File: src/rtl/image_writer.sv
// rtl/image_writer.sv - SD sector write-back from the host sector buffer into the SRAM disk image
module image_writer #(
    parameter int WE_CYCLES = 2
) (
    input  logic        clk_i,
    input  logic        reset_i,
    input  logic [31:0] sd_lba,
    input  logic [1:0]  sd_wr,
    input  logic        write_protect_i,
    output logic        sd_ack,
    output logic [8:0]  sd_buff_addr,
    input  logic [7:0]  sd_buff_din,
    output logic [19:0] sram_addr_o,
    output logic [7:0]  sram_data_o,
    output logic        sram_we_n_o,
    output logic        busy_o,
    output logic        err_o
);

    typedef enum logic [2:0] {
        S_IDLE,
        S_FETCH,
        S_WAIT,
        S_LATCH,
        S_STROBE,
        S_HOLD,
        S_DONE
    } state_t;

    state_t      state;
    logic [10:0] base;
    logic [8:0]  idx;
    logic [3:0]  wcnt;
    logic        suppress;
    logic        start_bad;
    logic        unused_sd_wr1;

    // Drive 1 belongs to another image; only drive 0 is served here.
    assign unused_sd_wr1 = sd_wr[1];
    assign start_bad     = write_protect_i | (sd_lba[31:11] != 21'd0);
    assign sd_buff_addr  = idx;
    assign busy_o        = (state != S_IDLE);

    always_ff @(posedge clk_i or posedge reset_i) begin
        if (reset_i) begin
            state       <= S_IDLE;
            base        <= '0;
            idx         <= '0;
            wcnt        <= '0;
            suppress    <= 1'b0;
            sd_ack      <= 1'b0;
            sram_addr_o <= '0;
            sram_data_o <= '0;
            sram_we_n_o <= 1'b1;
            err_o       <= 1'b0;
        end else begin
            err_o <= 1'b0;
            case (state)
                S_IDLE: begin
                    if (sd_wr[0]) begin
                        base     <= sd_lba[10:0];
                        idx      <= '0;
                        sd_ack   <= 1'b1;
                        suppress <= start_bad;
                        err_o    <= start_bad;
                        state    <= S_FETCH;
                    end
                end
                S_FETCH: state <= S_WAIT;
                // Host buffer returns data one clock after the address.
                S_WAIT:  state <= S_LATCH;
                S_LATCH: begin
                    sram_data_o <= sd_buff_din;
                    sram_addr_o <= {base, idx};
                    sram_we_n_o <= suppress;
                    wcnt        <= 4'(WE_CYCLES - 1);
                    state       <= S_STROBE;
                end
                S_STROBE: begin
                    if (wcnt == 4'd0) begin
                        sram_we_n_o <= 1'b1;
                        state       <= S_HOLD;
                    end else begin
                        wcnt <= wcnt - 4'd1;
                    end
                end
                S_HOLD: begin
                    if (idx == 9'd511) begin
                        state <= S_DONE;
                    end else begin
                        idx   <= idx + 9'd1;
                        state <= S_FETCH;
                    end
                end
                S_DONE: begin
                    sd_ack <= 1'b0;
                    idx    <= '0;
                    state  <= S_IDLE;
                end
                default: state <= S_IDLE;
            endcase
        end
    end

endmodule
File: config.mk
export PLATFORM = sky130hd
export DESIGN_NAME = image_writer
export DESIGN_NICKNAME = d
export VERILOG_FILES = /design/src/rtl/image_writer.sv
export SDC_FILE = /design/constraint.sdc
export NUM_CORES = 1
export LEC_CHECK = 0
export ABC_CLOCK_PERIOD_IN_PS = 2320
export CAP_MARGIN = 40
export CORE_UTILIZATION = 46
export CTS_CLUSTER_SIZE = 8
export DETAILED_ROUTE_END_ITERATION = 8
export PLACE_DENSITY = 0.91
export SLEW_MARGIN = 15
export SYNTH_ARGS = -nofsm -noshare
export SYNTH_HDL_FRONTEND = slang
export SYNTH_SLANG_ARGS = --single-unit
File: constraint.sdc
create_clock -name clk_i -period 2.32 [get_ports clk_i]
set_input_delay 0.232 -clock clk_i [delete_from_list [all_inputs] [get_ports clk_i]]
set_output_delay 0.232 -clock clk_i [all_outputs]
set_load 0.05 [all_outputs]
==> impl_metrics.env, run 1 <==
export IMPL_num_io_pins=86
export IMPL_synth_xor_area_share_pct=0
export IMPL_worst_slew_pin_slew_ps=518
export IMPL_synthDistinctLibCells=41
export IMPL_ys_warnings_count=0
export IMPL_syn_to_final_growth_pct=42.8
export IMPL_dp_hpwl_um=4610
export IMPL_wl_per_cell_um=14.5
export IMPL_overflow=0
export IMPL_synthAdderAreaFrac_pct=1.90
export IMPL_drv_slew=0
export IMPL_utilization_pct=68.3
export IMPL_cap_violations=0
export IMPL_dp_slack_ps=256
export IMPL_fin_hold_ws_ps=236
export IMPL_start_util_pct=47.8
export IMPL_core_area_mm2=0.00551
export IMPL_drt_initial_drc_count=226
export IMPL_post_route_period_util_pct=94.7
export IMPL_numClockSinks=59
export IMPL_drt_wl_total_um=6480
export IMPL_required_ps=2090
export IMPL_rows=27
export IMPL_synthCells=284
export IMPL_end_kind="output port"
export IMPL_worstSkewPairLatency_ps=330
export IMPL_grt_pass1_vias=2402
export IMPL_drive_above_1_share_pct=8.82
export IMPL_fin_cells=446
export IMPL_finalNetCount=419
export IMPL_slowest_delay_ps=800
export IMPL_start_kind="flip-flop"
export IMPL_crit_chain="nor2_1, nand2_1, clkdlybuf4s50_1"
export IMPL_dp_cells=431
export IMPL_routed_via_density=5.29
export IMPL_first_pass_iters=4
export IMPL_die_w_um=77.7
export IMPL_peakVddDrop_v=0.000437
export IMPL_htreeDepth=3
export IMPL_syn_avg_cell_area_um2=9.27
export IMPL_synth_edff_count=0
export IMPL_synth_simple_area_share_pct=27.6
export IMPL_ys_ff_latch=59
export IMPL_cts_tree="done"
export IMPL_cts_buffers=9
export IMPL_synth_top_family_by_area="simple AND/OR/NAND/NOR gates"
export IMPL_synth_area_mm2=0.00263
export IMPL_drc=0
export IMPL_gp_congestion=0.820
export IMPL_die_h_um=77.7
export IMPL_async_reset_ff_share_pct=100
export IMPL_grt_total_usage_pct=23.9
export IMPL_synth_compound_area_share_pct=8.84
export IMPL_hold_path_class="in2async"
export IMPL_maxSlewHeadroom_pct=65.4
export IMPL_yosysSeqAreaShare_pct=56.1
export IMPL_arrival_ps=1970
export IMPL_stdcell_area_mm2=0.00376
export IMPL_grt_setup_unrepaired="false"
export IMPL_crit_slowest_cell="clkdlybuf4s50_1"
export IMPL_synth_mux_area_share_pct=1.52
export IMPL_criticalPathCategory="reg2out"
export IMPL_fin_ws_ps=123
export IMPL_postRouteAntennaNets=0
export IMPL_grt_max_degree=39
export IMPL_vias=2358
export IMPL_synth_fp_nets=333
export IMPL_dieArea_mm2=0.00603
export IMPL_antenna_found_initial=0
export IMPL_p_leak_nw=1.83
export IMPL_grt_pass1_wl_um=11100
export IMPL_power_mw=2.22
export IMPL_path_clk_slew_ps=60
export IMPL_diodes=0
export IMPL_post_dp_cell_area_mm2=0.00356
export IMPL_finalCriticalPeriod_ps=2200
export IMPL_postCtsSetupBuffers=0
export IMPL_status="completed"
export IMPL_critPathMaxFanout=13
export IMPL_fmax_mhz=455
export IMPL_cts_root_buf="clkbuf_8"
export IMPL_hold_violations=0
export IMPL_power_density_mw_per_mm2=590
export IMPL_setup_viol=0
export IMPL_finalSetupTns_ps=0
export IMPL_synth_ff_type="dfrtp_1"
export IMPL_skew_ps=4.35
export IMPL_clockBufferDepth=2
export IMPL_port_buffers=84
## synthesized netlist by cell type (3+ instances only)
master,count,area [um2]
mux2i_1,4,40.0
nor2_1,5,18.8
nor4_1,8,50.1
nand3_1,3,15.0
nand2_1,122,458
ha_1,4,50.1
clkbuf_1,14,52.6
nand4_1,3,18.8
inv_1,7,26.3
dfrtp_1,58,1450
o21ai_0,8,40.0
a21oi_1,3,15.0
o211a_1,3,30.0
nand2b_1,4,25.0
a211o_1,3,26.3
a31oi_1,3,18.8
## final timing paths
check                                startpoint               to  slack [ps]  cells past startpoint
worst min register to register          base[8]  sram_addr_o[17]         470                      2
max in group asynchronous               reset_i      sram_we_n_o        1460                      3
min in group clk_i                    sd_lba[0]          base[0]         420                      3
worst min-delay path                    reset_i  sd_buff_addr[7]         240                      2
worst max-delay path                   state[1]           busy_o         120                      3
worst max register to register  sd_buff_addr[0]  sd_buff_addr[2]         170                      8
## placed cells by master, fill, tap and decap left out, types with 3 or more instances in the layout
cell type and n:
nor2_1 5, buf_4 7, dfrtp_1 55, inv_1 6, nand4_1 3, dfrtp_2 3
nand2b_1 4, clkdlybuf4s50_1 84, o21ai_0 8, o211a_1 3, clkbuf_8 11, a21oi_1 3
nor4_1 8, a31oi_1 3, ha_1 4, nand2_1 122, mux2i_1 4, nand3_1 3
a211o_1 3
## metal layers
metal / track usage, % / share of wire, %
met1: 29.1 / 40
met2: 40.4 / 52
met3: 4.12 / 5.2
met4: 12.6 / 2.4
met5: 0 / 0
## critical path, delay by kind of cell (launching register included)
kind / cells / cell delay, ps
buffers and inverters: 1 / 800
and+or+nand+nor: 2 / 250
DFF: 1 / 570
## logic make-up (layout without fill, tap and decap cells)
| group | Yosys count | count (layout) |
|---|---|---|
| and+or+nand+nor | 162 | 162 |
| adders and majority gates | 4 | 4 |
| DFF | 59 | 59 |
| buffers and inverters | 24 | 114 |
| AOI/OAI and AO/OA | 31 | 31 |
| muxes | 4 | 4 |
## cell type report
cell class	instances	area [um2]
timing repair buffer	92	913
fill	424	1750
sequential	59	1480
tap	72	90.1
clock buffer	13	159
inverter	7	26.3
multi-input combinational	201	1050
clock inverter	2	35.0
## power breakdown
group	switching, mW	total, mW	internal (mW)
registers	0.0149	1.07	1.06
clock network	0.378	0.925	0.548
logic	0.115	0.222	0.107
total	0.507	2.22	1.71
## sequential cells by signal, summed over array words and instances (netlist names)
| name | count |
|---|---|
| base | 11 |
| err_o | 1 |
| sd_ack | 1 |
| sd_buff_addr | 9 |
| sram_addr_o | 20 |
| sram_data_o | 8 |
| sram_we_n_o | 1 |
| state | 3 |
| suppress | 1 |
| wcnt | 4 |
## timing repair
item	4_1_cts	5_1_grt
resized for setup	0	1
hold buffers	0	0
setup endpoints to repair	0	1
No activity file was read; power rests on OpenSTA's default activity.
==> inputs of run 2 (changes only) <==
--- a/config.mk
+++ b/config.mk
@@ -10,7 +10,7 @@
 export CORE_UTILIZATION = 46
 export CTS_CLUSTER_SIZE = 8
 export DETAILED_ROUTE_END_ITERATION = 8
-export PLACE_DENSITY = 0.91
+export PLACE_DENSITY = 0.82
 export SLEW_MARGIN = 15
 export SYNTH_ARGS = -nofsm -noshare
 export SYNTH_HDL_FRONTEND = slang
==> impl_metrics.env, run 2 (synthesis gave the netlist of run 1 again) <==
export IMPL_reg2reg_depth=8
export IMPL_post_route_period_util_pct=94.4
export IMPL_pwr_share_seq_pct=48.5
export IMPL_drv_slew=0
export IMPL_drc=0
export IMPL_cts_tree="done"
export IMPL_grt_total_usage_pct=22.5
export IMPL_routed_via_density=5.12
export IMPL_rows=27
export IMPL_postCtsSetupBuffers=0
export IMPL_gp_congestion=0.832
export IMPL_skew_ps=6.76
export IMPL_peakVddDrop_v=0.000400
export IMPL_cts_buffers=9
export IMPL_cts_root_buf="clkbuf_8"
export IMPL_postRouteAntennaNets=0
export IMPL_fillCellCount=434
export IMPL_cp_depth=3
export IMPL_arrival_ps=1960
export IMPL_htreeDepth=3
export IMPL_drt_initial_drc_count=152
export IMPL_finalSetupTns_ps=0
export IMPL_die_w_um=77.7
export IMPL_grt_pass1_wl_um=10600
export IMPL_die_h_um=77.7
export IMPL_drive_above_1_share_pct=8.80
export IMPL_worstSkewPairLatency_ps=330
export IMPL_diodes=0
export IMPL_layout_commonest_cell="nand2_1"
export IMPL_path_clk_slew_ps=60
export IMPL_p_leak_nw=1.84
export IMPL_worst_path_buf_inv=1
export IMPL_final_cell_mix="122 x nand2_1, 84 x clkdlybuf4s50_1, 56 x dfrtp_1"
export IMPL_largest_reg_flops=20
export IMPL_wl_per_cell_um=13.2
export IMPL_clockBufferDepth=2
export IMPL_top_register="sram_addr_o"
export IMPL_required_ps=2090
export IMPL_hold_path_class="in2async"
export IMPL_numClockSinks=59
export IMPL_worst_slew_pin_slew_ps=523
export IMPL_status="completed"
export IMPL_power_density_mw_per_mm2=586
export IMPL_multiInputGateArea_mm2=0.00105
export IMPL_fmax_mhz=456
export IMPL_slowest_delay_ps=810
export IMPL_start_util_pct=47.8
export IMPL_p_int_mw=1.71
export IMPL_start_kind="flip-flop"
export IMPL_fin_cells=447
export IMPL_core_area_mm2=0.00551
export IMPL_criticalPathCategory="reg2out"
export IMPL_hold_violations=0
export IMPL_syn_to_final_growth_pct=43.1
export IMPL_comb_power_share_pct=10.0
export IMPL_num_io_pins=86
export IMPL_regArea_mm2=0.00148
export IMPL_dieArea_mm2=0.00603
export IMPL_ctsHoldBuffers=0
export IMPL_critical_path_top_delay_family="buffers and inverters"
export IMPL_vias=2289
export IMPL_dp_cells=432
export IMPL_p_sw_uw=496
export IMPL_switching_share_pct=22.5
export IMPL_grt_max_degree=38
export IMPL_overflow=0
export IMPL_port_buffers=84
export IMPL_crit_slowest_cell="clkdlybuf4s50_1"
export IMPL_dp_hpwl_um=4240
export IMPL_grt_setup_unrepaired="false"
export IMPL_power_mw=2.21
export IMPL_postCtsResizedCells=0
export IMPL_crit_chain="nor2_1, nand2_1, clkdlybuf4s50_1"
export IMPL_grt_pass1_vias=2316
export IMPL_cap_violations=0
export IMPL_maxSlewHeadroom_pct=65.0
export IMPL_antenna_found_initial=0
export IMPL_finalCriticalPeriod_ps=2190
export IMPL_drt_wl_total_um=5890
export IMPL_finalNetCount=420
export IMPL_critPathMaxFanout=13
export IMPL_setup_viol=0
export IMPL_end_kind="output port"
export IMPL_first_pass_iters=4
export IMPL_clockPowerShare_pct=41.5
run 2: cell count changes in the layout (fill, tap and decap cells not counted):
cell / change
dfrtp_1: +1
dfrtp_2: -1
buf_4: +1
run 2: power by group through the flow:
stage / Clock (mW) / Combinational [mW] / Sequential (mW)
after floorplan: 0 / 0.0385 / 1.15
after detailed placement: 0 / 0.223 / 1.09
after global placement: 0 / 0.219 / 1.09
after global routing: 0.992 / 0.238 / 1.07
after CTS: 0.942 / 0.224 / 1.07
final: 0.916 / 0.220 / 1.07
run 2: metrics by stage:
step	setup WS, ps	instance area, um2	util [%]	hold WS, ps
global placement	310	3570	64.9	445
detailed placement	258	3570	64.9	458
global route	20.8	3770	68.4	285
finish	129	3770	68.4	249
CTS	100	3770	68.4	256
floorplan	66.9	2640	-	337
run 2: worst paths after layout:
path | from | end | slack [ps]
worst max-delay path | state[0] | busy_o | 130
worst min-delay path | reset_i | sram_addr_o[7] | 250
min in group clk_i | sd_buff_din[0] | sram_data_o[0] | 430
worst min register to register | base[9] | sram_addr_o[18] | 470
worst max register to register | sd_buff_addr[0] | sd_buff_addr[4] | 240
max in group asynchronous | reset_i | sram_we_n_o | 1450
run 2: worst reg2reg max path: cells and delay by family, from the launching register on:
family | cells | cell delay, ps
buf+inv | 1 | 200
fa+ha+maj | 2 | 460
compound gates | 2 | 330
flops | 1 | 440
simple gates | 3 | 520
run 2: layout make-up:
| cell class | instances | share of cell area [%] |
|---|---|---|
| Inverter | 7 | 0.698 |
| Clock inverter | 2 | 0.930 |
| Sequential cell | 59 | 39.3 |
| Tap cell | 72 | 2.39 |
| Multi-Input combinational cell | 201 | 28.0 |
| Timing Repair Buffer | 93 | 24.5 |
| Clock buffer | 13 | 4.22 |
run 2: layer usage:
| metal | routed length (um) | GRT usage (%) | part of all wire [%] |
|---|---|---|---|
| met4 | 125 | 11.3 | 2.1 |
| met5 | 0 | 0 | 0 |
| met3 | 246 | 5.18 | 4.2 |
| met2 | 3010 | 37.1 | 51 |
| met1 | 2510 | 27.5 | 43 |
==> inputs of run 3 (changes only) <==
--- a/config.mk
+++ b/config.mk
@@ -8,6 +8,7 @@
 export ABC_CLOCK_PERIOD_IN_PS = 2320
 export CAP_MARGIN = 40
 export CORE_UTILIZATION = 46
+export CTS_CLUSTER_DIAMETER = 200
 export CTS_CLUSTER_SIZE = 8
 export DETAILED_ROUTE_END_ITERATION = 8
 export PLACE_DENSITY = 0.82
==> results of run 3 <==
Same layout as run 2: the final DEF is identical, and so are final timing and power.
